File: src/rtl/rom_port_arbiter.sv
// rom_port_arbiter: shares the single instruction-ROM read port between the
// fetch requester (if_) and the load/store requester (ls_). It checks each
// request address, runs one ROM read at a time and returns the 32-bit word
// (or an error) to the port that asked for it.
// Optional feature macro: ROM_ARB_ROUND_ROBIN_EN selects round-robin
// arbitration on a tie; when it is undefined, ls has fixed priority over if.
module rom_port_arbiter #(
  parameter int unsigned ROM_SIZE = 64000,
  parameter logic [31:0] ROM_BASE = 32'h0000_0000
) (
  input  logic        clk,
  input  logic        rst_n,
  input  logic        if_req_valid,
  output logic        if_req_ready,
  input  logic [31:0] if_req_addr,
  output logic        if_resp_valid,
  input  logic        if_resp_ready,
  output logic [31:0] if_resp_data,
  output logic        if_resp_err,
  input  logic        ls_req_valid,
  output logic        ls_req_ready,
  input  logic [31:0] ls_req_addr,
  output logic        ls_resp_valid,
  input  logic        ls_resp_ready,
  output logic [31:0] ls_resp_data,
  output logic        ls_resp_err,
  output logic        rom_en,
  output logic [31:0] rom_addr,
  input  logic [31:0] rom_data
);

  typedef enum logic [1:0] {IDLE, ACCESS, CAPTURE, RESP} state_e;

  localparam logic [32:0] RomSize33 = 33'(ROM_SIZE);
  localparam logic [32:0] RomBase33 = {1'b0, ROM_BASE};

  state_e      state_q, state_d;
  logic        owner_ls_q, owner_ls_d;
  logic        rom_en_q, rom_en_d;
  logic [31:0] rom_addr_q, rom_addr_d;
  logic [31:0] resp_data_q, resp_data_d;
  logic        resp_err_q, resp_err_d;
  logic        if_resp_valid_q, if_resp_valid_d;
  logic        ls_resp_valid_q, ls_resp_valid_d;

  logic        grant_ls;
  logic        grant_if;
  logic        accept_en;
  logic        req_fire;
  logic [31:0] sel_addr;
  logic [32:0] addr33;
  logic [32:0] off33;
  logic [32:0] last33;
  logic        addr_ok;
  logic        owner_resp_ready;

`ifdef ROM_ARB_ROUND_ROBIN_EN
  logic        last_ls_q, last_ls_d;

  // On a tie the port that did not win last time gets the grant.
  assign grant_ls = ls_req_valid & (~if_req_valid | ~last_ls_q);
`else
  // Load/store always beats fetch when both ask at once.
  assign grant_ls = ls_req_valid;
`endif

  assign grant_if     = if_req_valid & ~grant_ls;
  assign accept_en    = rst_n & (state_q == IDLE);
  assign ls_req_ready = accept_en & grant_ls;
  assign if_req_ready = accept_en & grant_if;
  assign req_fire     = ls_req_ready | if_req_ready;

  // Range check is done in 33 bits so base subtraction and the +3 cannot wrap.
  assign sel_addr = grant_ls ? ls_req_addr : if_req_addr;
  assign addr33   = {1'b0, sel_addr};
  assign off33    = addr33 - RomBase33;
  assign last33   = off33 + 33'd3;
  assign addr_ok  = (sel_addr[1:0] == 2'b00) && (addr33 >= RomBase33) &&
                    (last33 < RomSize33);

  assign owner_resp_ready = owner_ls_q ? ls_resp_ready : if_resp_ready;

  assign rom_en        = rom_en_q;
  assign rom_addr      = rom_addr_q;
  assign if_resp_valid = if_resp_valid_q;
  assign ls_resp_valid = ls_resp_valid_q;
  assign if_resp_data  = resp_data_q;
  assign ls_resp_data  = resp_data_q;
  assign if_resp_err   = resp_err_q;
  assign ls_resp_err   = resp_err_q;

  // Next-state and registered-output logic for the single outstanding transaction.
  always_comb begin
    state_d         = state_q;
    owner_ls_d      = owner_ls_q;
    rom_en_d        = rom_en_q;
    rom_addr_d      = rom_addr_q;
    resp_data_d     = resp_data_q;
    resp_err_d      = resp_err_q;
    if_resp_valid_d = if_resp_valid_q;
    ls_resp_valid_d = ls_resp_valid_q;
`ifdef ROM_ARB_ROUND_ROBIN_EN
    last_ls_d       = last_ls_q;
`endif
    case (state_q)
      IDLE: begin
        if (req_fire) begin
          owner_ls_d = grant_ls;
`ifdef ROM_ARB_ROUND_ROBIN_EN
          last_ls_d  = grant_ls;
`endif
          if (addr_ok) begin
            state_d    = ACCESS;
            rom_en_d   = 1'b1;
            rom_addr_d = off33[31:0];
          end else begin
            state_d         = RESP;
            resp_data_d     = 32'h0;
            resp_err_d      = 1'b1;
            if_resp_valid_d = ~grant_ls;
            ls_resp_valid_d = grant_ls;
          end
        end
      end
      ACCESS: begin
        rom_en_d = 1'b0;
        state_d  = CAPTURE;
      end
      CAPTURE: begin
        resp_data_d     = rom_data;
        resp_err_d      = 1'b0;
        if_resp_valid_d = ~owner_ls_q;
        ls_resp_valid_d = owner_ls_q;
        state_d         = RESP;
      end
      RESP: begin
        if (owner_resp_ready) begin
          if_resp_valid_d = 1'b0;
          ls_resp_valid_d = 1'b0;
          state_d         = IDLE;
        end
      end
      default: begin
        state_d = IDLE;
      end
    endcase
  end

  // State and output registers with synchronous active-low reset.
  always_ff @(posedge clk) begin
    if (!rst_n) begin
      state_q         <= IDLE;
      owner_ls_q      <= 1'b0;
      rom_en_q        <= 1'b0;
      rom_addr_q      <= 32'h0;
      resp_data_q     <= 32'h0;
      resp_err_q      <= 1'b0;
      if_resp_valid_q <= 1'b0;
      ls_resp_valid_q <= 1'b0;
`ifdef ROM_ARB_ROUND_ROBIN_EN
      last_ls_q       <= 1'b0;
`endif
    end else begin
      state_q         <= state_d;
      owner_ls_q      <= owner_ls_d;
      rom_en_q        <= rom_en_d;
      rom_addr_q      <= rom_addr_d;
      resp_data_q     <= resp_data_d;
      resp_err_q      <= resp_err_d;
      if_resp_valid_q <= if_resp_valid_d;
      ls_resp_valid_q <= ls_resp_valid_d;
`ifdef ROM_ARB_ROUND_ROBIN_EN
      last_ls_q       <= last_ls_d;
`endif
    end
  end

endmodule

File: config.mk
export PLATFORM = sky130hd
export DESIGN_NAME = rom_port_arbiter
export DESIGN_NICKNAME = d
export VERILOG_FILES = /design/src/rtl/rom_port_arbiter.sv
export SDC_FILE = /design/constraint.sdc
export NUM_CORES = 1
export LEC_CHECK = 0
export ABC_CLOCK_PERIOD_IN_PS = 3800
export CORE_AREA = 2 2 105 107
export DETAILED_ROUTE_END_ITERATION = 16
export DIE_AREA = 0 0 107 109
export PLACE_DENSITY_LB_ADDON = 0.15
export SLEW_MARGIN = 5
export SYNTH_ARGS = -nofsm -noshare
export SYNTH_HDL_FRONTEND = slang
export SYNTH_SLANG_ARGS = --single-unit
File: constraint.sdc
create_clock -name clk -period 3.8 [get_ports clk]
set_clock_uncertainty 0.05 [all_clocks]
set_input_delay 0.57 -clock clk [delete_from_list [all_inputs] [get_ports clk]]
set_output_delay 0.57 -clock clk [all_outputs]
set_load 0.02 [all_outputs]
# After elaboration in Yosys (flattened, before gate mapping)
# Cells that the tools add are included.
[totals]
register_bits = 71
input_bits = 102
out_inout_bits = 103
wordCells = 60
[op_classes]
n_addsub = 1
magnitude_cmp = 2
eq_ne = 7
n_mux = 22
n_bitwise = 7
n_reduce_logical = 13
[ops]
columns = ["cell", "n"]
rows = [
  ["two-way mux 32 bit", 3],
  ["case mux 32 bit (2 select lines)", 1],
  ["adder 32 x 2 -> 33 bit (second input constant)", 1],
  ["< comparator 33 x 16 -> 1 bit (second input constant)", 1],
  ["greater-or-equal comparator 32 x 1 -> 1 bit (second input constant)", 1],
  ["two-way mux 1 bit", 10],
  ["AND reduction 3 bit", 3],
  ["!= test 2 bit (second input constant)", 4],
  ["case mux 2 bit (4 select lines)", 1],
  ["two-way mux 2 bit", 3],
  ["case mux 1 bit (3 select lines)", 2],
  ["bitwise AND 1 bit", 4],
  ["equality test 2 bit (second input constant)", 2],
  ["zero test 2 bit", 2],
  ["case mux 1 bit (2 select lines)", 2],
  ["AND reduction 2 bit", 2],
  ["AND reduction 4 bit", 1],
  ["nonzero test 2 bit", 2],
  ["nonzero test 3 bit", 1],
  ["equality test 2 x 1 -> 1 bit (second input constant)", 1],
  ["logical AND 1 bit", 2],
  ["inverter 1 bit", 2],
  ["OR 1 bit", 1],
]

# Longest topological paths before layout
# Gate-level depths: netlist (run 1).
[logic_depth]
depth_word = 7
depth_mapped = 14
depth_no_buf = 8

# Worst setup path before layout (run 1)
# OpenSTA, ideal clock, no wires.
[synth_timing]
path_type = "in2out"
startpoint = "input port ls_req_valid"
endpoint = "output port if_req_ready"
arrival_time_ns = 2.532
t_required_ns = 3.180
path_slack_ns = 0.648
path_stages = 8
path_buffers = 7
path_cell_list = "buf_6 -> buf_12 -> buf_12 -> buf_8 -> buf_2 -> buf_2 -> buf_1 -> nor4b_1"
[synth_between]
elab_chain_len = 3
[synth_rtl]
columns = ["element", "line", "text"]
rows = [
  ["from (decl)", "20", "input logic ls_req_valid,"],
  ["inverter 1 bit", "67", "assign grant_if = if_req_valid & ~grant_ls;"],
  ["bitwise AND 1 bit", "67", ""],
  ["bitwise AND 1 bit", "70", "assign if_req_ready = accept_en & grant_if;"],
  ["to (decl)", "14", "output logic if_req_ready,"],
]
# Every way passes these cells.

# Worst setup path after layout (run 1)
[layout_timing]
startpoint = "input port ls_req_addr[4]"
endpoint = "register resp_data_q[5] (netlist: if_resp_data[5])"
[layout_between]
elab_chain_len = 6
word_cells_on_any_way = 8
classes_between = "1 x add/sub; 2 x order compare; 1 x eq/ne; 1 x mux; 3 x reduce/logical"
[layout_rtl]
columns = ["element", "line", "text"]
rows = [
  ["from (decl)", "22", "input logic [31:0] ls_req_addr,"],
  ["two-way mux 32 bit (*)", "74", "assign sel_addr = grant_ls ? ls_req_addr : if_req_addr;"],
  ["adder 32 x 2 -> 33 bit / greater-or-equal comparator 32 x 1 -> 1 bit (equally long branches)", "77, 78", ""],
  ["< comparator 33 x 16 -> 1 bit / logical AND 1 bit (equally long branches)", "79, 78", ""],
  ["logical AND 1 bit (*)", "78", "assign addr_ok = (sel_addr[1:0] == 2'b00) && (addr33 >= RomBase33) &&"],
  ["!= test 2 bit (no line) (*)", "--", ""],
  ["AND reduction 3 bit (no line) (*)", "--", ""],
  ["to (signal assigned)", "168", "resp_data_q <= resp_data_d;"],
  ["to (decl)", "41", "logic [31:0] resp_data_q, resp_data_d;"],
]
# Every way passes the cells marked *; elsewhere a longest branch is shown, timed or not.
# A chain may end at the register's enable or synchronous reset.

==> metrics.md, run 1 <==
| Metric | Value |
|---|---|
| Status | `finished, final reports clean` |
| Final hold viol count | `0` |
| Cell Area, Synth | `0.00432 sq mm` |
| Post-CTS resize count | `0` |
| Input/output buffers | `204` |
| Crit path kind | `in -> reg` |
| Setup crit end kind | `flop` |
| Sw frac | `36.7%` |
| CP Launch Type | `input pin` |
| Total track usage | `22.2%` |
| Main flop type after synthesis | `dfxtp_1` |
| Detail Route Antenna Nets | `0` |
| Num ports | `205` |
| Worst IR Drop VDD | `0.191 mV` |
| DP Cell Count | `775` |
| Initial antenna violation count | `0` |
| Data arrival time of the critical path | `3640 ps` |
| Seq pwr share | `35.1%` |
| Vias in the first global route | `4204` |
| Tightest Pin Transition | `687 ps` |
| Most common cell on crit path | `a221oi_4` |
| Leak | `2.40 nW` |
| RSZ-0062 raised after global routing | `no` |
| Area contributors post-synth | `dfxtp_1 (33%), mux2i_1 (13%), buf_4 (5.9%), nand3_1 (5.3%), nand2_1 (3.9%)` |
| Clock latency at the later pin of the worst-skew pair | `340 ps` |
| First-pass GRT wire length | `20500 um` |
| Setup TNS | `0 ps` |
| Worst-path maximum fanout | `32` |
| Via/cell ratio | `5.49` |
| Post-synth top area share | `32.9%` |
| Rel. slew slack | `54.2%` |
| P_int | `1.57 mW` |
| Max-Cap Viols | `0` |
| Crit path buf inv count | `2` |
| Post-synth ARST share | `0%` |
| Largest net degree at the start of global routing | `67` |
| Clk buf depth | `2` |
| Final clock period utilization by the worst path | `89.8%` |
| CTS tree | `built` |
| Post-synth cell types | `60` |
| Final-layout fill cell count | `947` |
| Number of synthesized flops with an enable pin | `0` |
| Post-Synthesis Cells | `484` |
| CTS Hold Buffers Added | `0` |
| CP peak stage delay | `480 ps` |
| Starting Density | `40.7%` |
| H-tree levels | `3` |
| Critical path's slowest cell | `clkdlybuf4s50_1` |
| Yosys reg bits | `71` |
| Worst Hold Class | `reg -> reg` |
| Cell taking the most area after synthesis | `dfxtp_1` |
| # setup viols final | `0` |
| Core footprint | `0.0106 sq mm` |
| Register area share after synthesis | `32.9%` |
| DP HPWL | `10200 um` |
| Layout cells sized above 1 | `6.91%` |
| Net Sw Power | `907 uW` |
| Pwr Density | `390 mW/mm^2` |
| CTS sink cnt | `71` |
| Place WS | `47.2 ps` |
| Post-Layout Cell Count | `791` |
| Drt first pass iters | `5` |
| Comb pwr share | `44.4%` |
| Final Wtd Congestion | `0.912` |
| Syn_nets | `591` |
| Post-route core utilization | `59.7%` |
| # nets final | `753` |
| Remaining Overflow, GRT | `0` |
| TritonCTS buffer count | `9` |
| Clock group share of total power | `20.5%` |
| Placed inst area | `0.00618 sq mm` |
| Fmax | `293 MHz` |
| CP cell instances | `clkdlybuf4s50_1, nand3_1, a221oi_4, o2111ai_1, or3_1, a22oi_2, a21oi_1, a221oi_4, buf_12, mux2i_1` |
| DR WL/cell | `16.5 um` |
| DRC Markers | `0` |
| Setup ws final | `388 ps` |
| Required time of the critical path | `4020 ps` |
| Ant diodes | `0` |
| CP delay by family, top | `compound AO/OA/AOI/OAI gates` |
| Rows | `38` |
| Die height | `109 um` |
| Die ar. | `0.0117 sq mm` |
| Die W | `107 um` |
| Total wire length after detailed routing | `13000 um` |
| Syn. warnings | `0` |
| Setup bufs post-CTS | `0` |
| Layout Cell Area excl Fill | `0.00633 sq mm` |
| Via count | `4345` |
| Pins Over Slew Limit | `0` |
| DRT iter0 DRCs | `259` |
| Synthesis-to-finish area growth | `46.7%` |
| Synthesized area per cell | `8.92 sq um` |
| Worst-path clk slew | `70 ps` |
| Fin crit period | `3410 ps` |
| Root Driver | `clkbuf_8` |
[flip-flops by register name, indices dropped and copies added (netlist names)]
register,count
if_resp_data,32
rom_addr,32
state_q,2
if_resp_err,1
if_resp_valid,1
ls_resp_valid,1
owner_ls_q,1
rom_en,1
[layout by cell type (no fill, tap or decap), types with 4 or more instances in the layout]
master	synthesis	routed
nor3_1	6	6
o21ai_0	12	12
clkbuf_8	0	9
dfxtp_1	71	71
nand2_1	45	45
or3_1	4	4
nand4_1	6	6
nand3b_1	7	7
nand4b_1	6	6
and3_1	21	21
a311oi_1	4	4
buf_4	34	12
a22oi_1	8	8
clkdlybuf4s50_1	0	202
mux2i_1	55	55
nor2_1	9	9
nand2b_1	7	7
ha_1	5	5
inv_1	10	10
a211oi_1	17	17
o211ai_1	4	4
nand3_1	46	46
a21oi_1	22	22
[power by group through the flow]
stage	clock network (mW)	logic [mW]	registers [mW]
final	0.507	1.10	0.868
after floorplan	0	0.700	0.940
after global routing	0.558	1.17	0.880
after CTS	0.523	1.10	0.869
after detailed placement	0	1.10	0.886
after global placement	0	1.09	0.882
[stage by stage]
stage / hold WS, ps / power (mW)
6_report: 412 / 2.47
5_1_grt: 439 / 2.61
4_1_cts: 418 / 2.49
3_5_place_dp: 404 / 1.99
3_3_place_gp: 405 / 1.97
2_1_floorplan: 429 / 1.64
[path summary, 6_finish.rpt]
kind                                     start               to  slack, ps  depth (start not counted)
worst max-delay path            ls_req_addr[4]  if_resp_data[5]        390                         10
worst min-delay path             ls_resp_valid    ls_resp_valid        410                          2
worst max register to register      state_q[1]     rom_addr[20]       1440                          7
worst min register to register   ls_resp_valid    ls_resp_valid        410                          2
[worst min-delay path, delay by kind of cell (launching register included)]
kind | cells | cell delay, ps
DFF | 1 | 310
AOI/OAI and AO/OA | 1 | 50
buffers and inverters | 1 | 50
[per-layer routing]
layer,up-vias,wire length (um),GRT usage [%],part of all wire [%]
met3,23,1050,6.22,8.1
met1,2021,5370,26.0,41
met5,-,0,0,0
li1,2092,-,-,-
met2,209,6310,38.8,48
met4,0,291,7.70,2.2
[final cells by class]
class	count	area, sq um	share of cell area, %
clock buffers	12	135	2.13
flip-flops and latches	71	1420	22.4
repair buffers	218	2160	34.1
multi-input cells	336	2380	37.6
clock inverters	4	22.5	0.356
inverters	10	37.5	0.593
well taps	140	175	2.77
[cell usage after synthesis (3+ instances only)]
master / instances
nand2_1: 45
o2111ai_1: 3
ha_1: 5
buf_4: 34
mux2i_1: 55
a311oi_1: 4
a21oi_1: 22
buf_2: 6
nand4b_1: 6
a22oi_2: 3
nand3b_1: 7
and3_1: 21
inv_1: 10
o32ai_1: 3
buf_8: 4
nor3_1: 6
nand2b_1: 7
a22oi_1: 8
o21ai_0: 12
clkbuf_1: 18
nor2_1: 9
a211oi_1: 17
nand3_1: 46
o211ai_1: 4
nand4_1: 6
and2_1: 3
dfxtp_1: 71
or3_1: 4
and4_1: 3
[logic make-up after synthesis]
group           after synthesis  share of synthesized area (%)
mux                          58                           13.5
compound gates               96                           17.0
fa+ha+maj                     5                           1.45
simple gates                175                           22.7
flops                        71                           32.9
xor+xnor                      2                          0.406
buf+inv                      77                           12.0
Note: power is estimated with default switching activity, not from simulation.
==> run 2: changes to the inputs <==
- CORE_AREA: 2 2 105 107 -> 2 2 123 125
- DIE_AREA: 0 0 107 109 -> 0 0 125 127
==> metrics.md, run 2 (synthesized netlist as in run 1, its figures left out) <==
| Metric | Value |
|---|---|
| Critical path's slowest cell | `clkdlybuf4s50_1` |
| Comb pwr share | `38.4%` |
| Required time of the critical path | `4000 ps` |
| CTS tree | `built` |
| Tightest Pin Transition | `768 ps` |
| Global Route met1 Usage | `20.0%` |
| Hold Path Stages | `2` |
| Final Wtd Congestion | `0.823` |
| CP cell instances | `clkdlybuf4s50_1, nand3_1, nor2_1, o2111ai_1, or3_1, a22oi_2, a21oi_1, a221oi_4, buf_12, mux2i_1` |
| First-pass GRT wire length | `21100 um` |
| Vias in the first global route | `4119` |
| Max-Cap Viols | `0` |
| Fin crit period | `3350 ps` |
| Sw frac | `32.9%` |
| Critical Path Stages | `10` |
| Placed inst area | `0.00622 sq mm` |
| DP HPWL | `10300 um` |
| DR WL/cell | `15.6 um` |
| Post-route core utilization | `45.4%` |
| Final-layout fill cell count | `1423` |
| Setup ws final | `452 ps` |
| Most common cell after layout, fill and taps aside | `clkdlybuf4s50_1` |
| Hold EP | `ls_resp_valid` |
| Leak | `2.47 nW` |
| Pwr Density | `437 mW/mm^2` |
| Synthesis-to-finish area growth | `51.6%` |
| Worst R2R End | `rom_addr[20]` |
| CP delay by family, top | `compound AO/OA/AOI/OAI gates` |
| Total power | `2.86 mW` |
| Setup crit end kind | `flop` |
| Die height | `127 um` |
| Num ports | `205` |
| CTS Hold Buffers Added | `0` |
| Place WS | `106 ps` |
| Clock latency at the later pin of the worst-skew pair | `320 ps` |
| # nets final | `752` |
| Total track usage | `16.0%` |
| Setup bufs post-CTS | `0` |
| R2r setup slk | `1380 ps` |
| H-tree levels | `3` |
| Clock group share of total power | `31.2%` |
| TritonCTS buffer count | `9` |
| Hold WS | `415 ps` |
| Worst-path maximum fanout | `32` |
| Met3 GRT Util | `3.31%` |
| Via count | `4238` |
| Met2 usage | `28.2%` |
| Starting Density | `29.9%` |
| Total wire length after detailed routing | `13000 um` |
| DRT iter0 DRCs | `181` |
| Worst IR Drop VDD | `0.192 mV` |
| RSZ-0062 raised after global routing | `no` |
| Rel. slew slack | `48.8%` |
| # setup viols final | `0` |
| Core footprint | `0.0144 sq mm` |
| DRC Markers | `0` |
| Layout Cell Area excl Fill | `0.00654 sq mm` |
| Final clock period utilization by the worst path | `88.1%` |
| Data arrival time of the critical path | `3550 ps` |
| Initial antenna violation count | `0` |
| Root Driver | `clkbuf_16` |
| Most Crowded Layer GR | `met2` |
| Seq pwr share | `30.4%` |
| Crit path buf inv count | `2` |
| CP peak stage delay | `480 ps` |
| Setup TNS | `0 ps` |
| Post-CTS resize count | `0` |
| Reg2Reg Depth | `7` |
| Detail Route Antenna Nets | `0` |
| Status | `finished, final reports clean` |
| Clk buf depth | `2` |
| CTS sink cnt | `71` |
| Crit path kind | `in -> reg` |
| Worst-path clk slew | `60 ps` |
| Post-Layout Cell Count | `833` |
| Input/output buffers | `204` |
| Worst R2R Start | `state_q[0]` |
| Die W | `125 um` |
| Ant diodes | `0` |
| Final hold viol count | `0` |
| Largest net degree at the start of global routing | `87` |
| P_int | `1.92 mW` |
| Rows | `44` |
| Net Sw Power | `941 uW` |
| Via/cell ratio | `5.09` |
| CP Launch Type | `input pin` |
| HP Start | `ls_resp_valid` |
| DP Cell Count | `818` |
| Drt first pass iters | `4` |
| Worst Hold Class | `reg -> reg` |
| Most frequent cells in the layout | `clkdlybuf4s50_1 (202), dfxtp_1 (71), mux2i_1 (55)` |
| Layout cells sized above 1 | `7.09%` |
| Remaining Overflow, GRT | `0` |
| Fmax | `299 MHz` |
| Pins Over Slew Limit | `0` |
| Die ar. | `0.0159 sq mm` |
[run 2: changes by cell type in the layout (fill, tap and decap cells not counted)]
| cell | before | now |
|---|---|---|
| clkbuf_16 | 0 | 9 |
| clkbuf_8 | 9 | 1 |
| clkbuf_1 | 3 | 0 |
| bufinv_16 | 0 | 2 |
| clkinv_2 | 3 | 1 |
| buf_4 | 12 | 11 |
| inv_6 | 0 | 1 |
[run 2: final cells by class]
class | count | area [sq um] | share of cell area [%]
Clock inverter | 5 | 81.3 | 1.24
Multi-Input combinational cell | 336 | 2380 | 36.4
Inverter | 10 | 37.5 | 0.574
Tap cell | 184 | 230 | 3.52
Clock buffer | 10 | 239 | 3.65
Timing Repair Buffer | 217 | 2150 | 32.9
Sequential cell | 71 | 1420 | 21.7
[run 2: worst reg2reg max path: cells and delay by family (launching register included)]
family / cells / cell delay (ps)
AND/OR/NAND/NOR: 3 / 860
adder cells (fa/ha/maj): 1 / 430
flip-flops: 1 / 350
buffers and inverters: 2 / 320
AO/OA/AOI/OAI: 1 / 300
[run 2: power by group through the flow]
stage | Combinational (mW) | Sequential, mW | Clock, mW
detailed placement | 1.11 | 0.886 | 0
floorplan | 0.700 | 0.940 | 0
global placement | 1.10 | 0.881 | 0
finish | 1.10 | 0.868 | 0.894
global route | 1.18 | 0.881 | 0.965
CTS | 1.11 | 0.870 | 0.922
[run 2: how the worst max path moves through the flow]
stage,slack (ps),from,end
floorplan,650,ls_req_valid,if_req_ready
global placement,210,if_req_addr[4],rom_addr[24]
detailed placement,110,if_req_addr[5],if_resp_data[29]
CTS,430,if_req_addr[5],if_resp_data[3]
global route,230,ls_req_addr[13],rom_addr[27]
finish,450,ls_req_addr[6],if_resp_data[3]
[run 2: routing by layer]
metal | vias to the layer above | share of wire [%]
li1 | 2090 | -
met1 | 1994 | 45
met2 | 145 | 49
met3 | 9 | 4.8
met4 | 0 | 1.3
met5 | - | 0
==> run 3: changes to the inputs <==
- GPL_TIMING_DRIVEN: unset -> 0
==> metrics.md, run 3 (synthesized netlist as in run 1, its figures left out) <==
| Metric | Value |
|---|---|
| Synthesis-to-finish area growth | `60.8%` |
| Leak | `2.71 nW` |
| DRT iter0 DRCs | `242` |
| Vias in the first global route | `4528` |
| Data arrival time of the critical path | `3760 ps` |
| # nets final | `804` |
| Place WS | `-109 ps` |
| Rel. slew slack | `60.3%` |
| HP Start | `ls_resp_valid` |
| # setup viols final | `0` |
| Via count | `4577` |
| Detail Route Antenna Nets | `0` |
| RSZ-0062 raised after global routing | `no` |
| Total track usage | `17.7%` |
| Required time of the critical path | `3980 ps` |
| CTS Hold Buffers Added | `0` |
| Seq pwr share | `27.9%` |
| First-pass GRT wire length | `23000 um` |
| Comb pwr share | `39.1%` |
| Worst R2R Start | `state_q[0]` |
| Fin crit period | `3580 ps` |
| TritonCTS buffer count | `9` |
| CP Launch Point | `if_req_addr[4]` |
| Clk buf depth | `2` |
| Worst-path clk slew | `60 ps` |
| Fmax | `279 MHz` |
| Die W | `125 um` |
| Clock group share of total power | `33.0%` |
| Max-Cap Viols | `0` |
| DP Cell Count | `871` |
| Die height | `127 um` |
| Rows | `44` |
| CTS sink cnt | `71` |
| Initial antenna violation count | `0` |
| Layout cells sized above 1 | `11.4%` |
| Remaining Overflow, GRT | `0` |
| Setup ws final | `216 ps` |
| Post-Layout Cell Count | `886` |
| Tightest Pin Transition | `595 ps` |
| Status | `finished, final reports clean` |
| Ant diodes | `0` |
| Num ports | `205` |
| Pwr Density | `447 mW/mm^2` |
| Worst IR Drop VDD | `0.235 mV` |
| Most frequent cells in the layout | `clkdlybuf4s50_1 (203), dfxtp_1 (71), mux2i_1 (55)` |
| Input/output buffers | `203` |
| Die ar. | `0.0159 sq mm` |
| Clock latency at the later pin of the worst-skew pair | `330 ps` |
| Setup TNS | `0 ps` |
| Worst Hold Class | `reg -> reg` |
| Worst-path maximum fanout | `10` |
| CP Launch Type | `input pin` |
| Core footprint | `0.0144 sq mm` |
| Drt first pass iters | `5` |
| Root Driver | `clkbuf_16` |
| Final Wtd Congestion | `0.891` |
| Net Sw Power | `996 uW` |
| DRC Markers | `0` |
| Crit path kind | `in -> reg` |
| DR WL/cell | `16.2 um` |
| Placed inst area | `0.00658 sq mm` |
| Largest net degree at the start of global routing | `13` |
| H-tree levels | `3` |
| Final clock period utilization by the worst path | `94.3%` |
| CTS tree | `built` |
| DP HPWL | `11500 um` |
| Via/cell ratio | `5.17` |
| P_int | `2.11 mW` |
| Sw frac | `32.1%` |
| Most common cell after layout, fill and taps aside | `clkdlybuf4s50_1` |
| Final hold viol count | `0` |
| Post-CTS resize count | `0` |
| Layout Cell Area excl Fill | `0.00694 sq mm` |
| Setup bufs post-CTS | `0` |
| Pins Over Slew Limit | `0` |
| Starting Density | `29.9%` |
| Setup crit end kind | `flop` |
| Total wire length after detailed routing | `14400 um` |
run 3: path summary, 6_finish.rpt:
path / end / slack, ps / depth (start not counted)
max: rom_addr[25] / 220 / 11
min: ls_resp_valid / 410 / 2
min reg2reg: ls_resp_valid / 410 / 2
max reg2reg: rom_addr[25] / 1400 / 9
run 3: power by group through the flow:
| stage | logic, mW | clock network (mW) | registers [mW] |
|---|---|---|---|
| floorplan | 0.700 | 0 | 0.940 |
| global placement | 1.20 | 0 | 0.882 |
| detailed placement | 1.21 | 0 | 0.886 |
| CTS | 1.22 | 1.04 | 0.869 |
| global route | 1.31 | 1.07 | 0.878 |
| finish | 1.21 | 1.02 | 0.868 |
run 3: routing by layer:
layer	share of wire, %	global-route usage, %	vias up
li1	-	-	2193
met4	2.2	7.71	0
met1	43	22.2	2162
met5	0	0	-
met2	49	30.3	196
met3	5.7	2.72	26
run 3: through the flow:
| stage | hold slack, ps | util [%] | power, mW |
|---|---|---|---|
| floorplan | 429 | - | 1.64 |
| global placement | 404 | 45.6 | 2.08 |
| detailed placement | 406 | 45.6 | 2.10 |
| CTS | 414 | 48.2 | 3.13 |
| global route | 446 | 48.1 | 3.26 |
| finish | 414 | 48.1 | 3.11 |
run 3: final cells by class:
| cell class | count | area, sq um |
|---|---|---|
| fill | 1381 | 7480 |
| multi-input combinational | 336 | 2380 |
| timing repair buffer | 203 | 2030 |
| sequential | 71 | 1420 |
| buffer | 66 | 475 |
| clock buffer | 12 | 267 |
| tap | 184 | 230 |
| clock inverter | 4 | 98.8 |
| inverter | 10 | 37.5 |
run 3: critical path: stages:
cell and delay (ps):
clkdlybuf4s50_1 530, nand3b_4 100, a221oi_4 410, o2111ai_1 300, or3_1 450, a22oi_2 310
and3_1 200, buf_2 170, nand2_1 240, clkbuf_1 270, and3_1 230
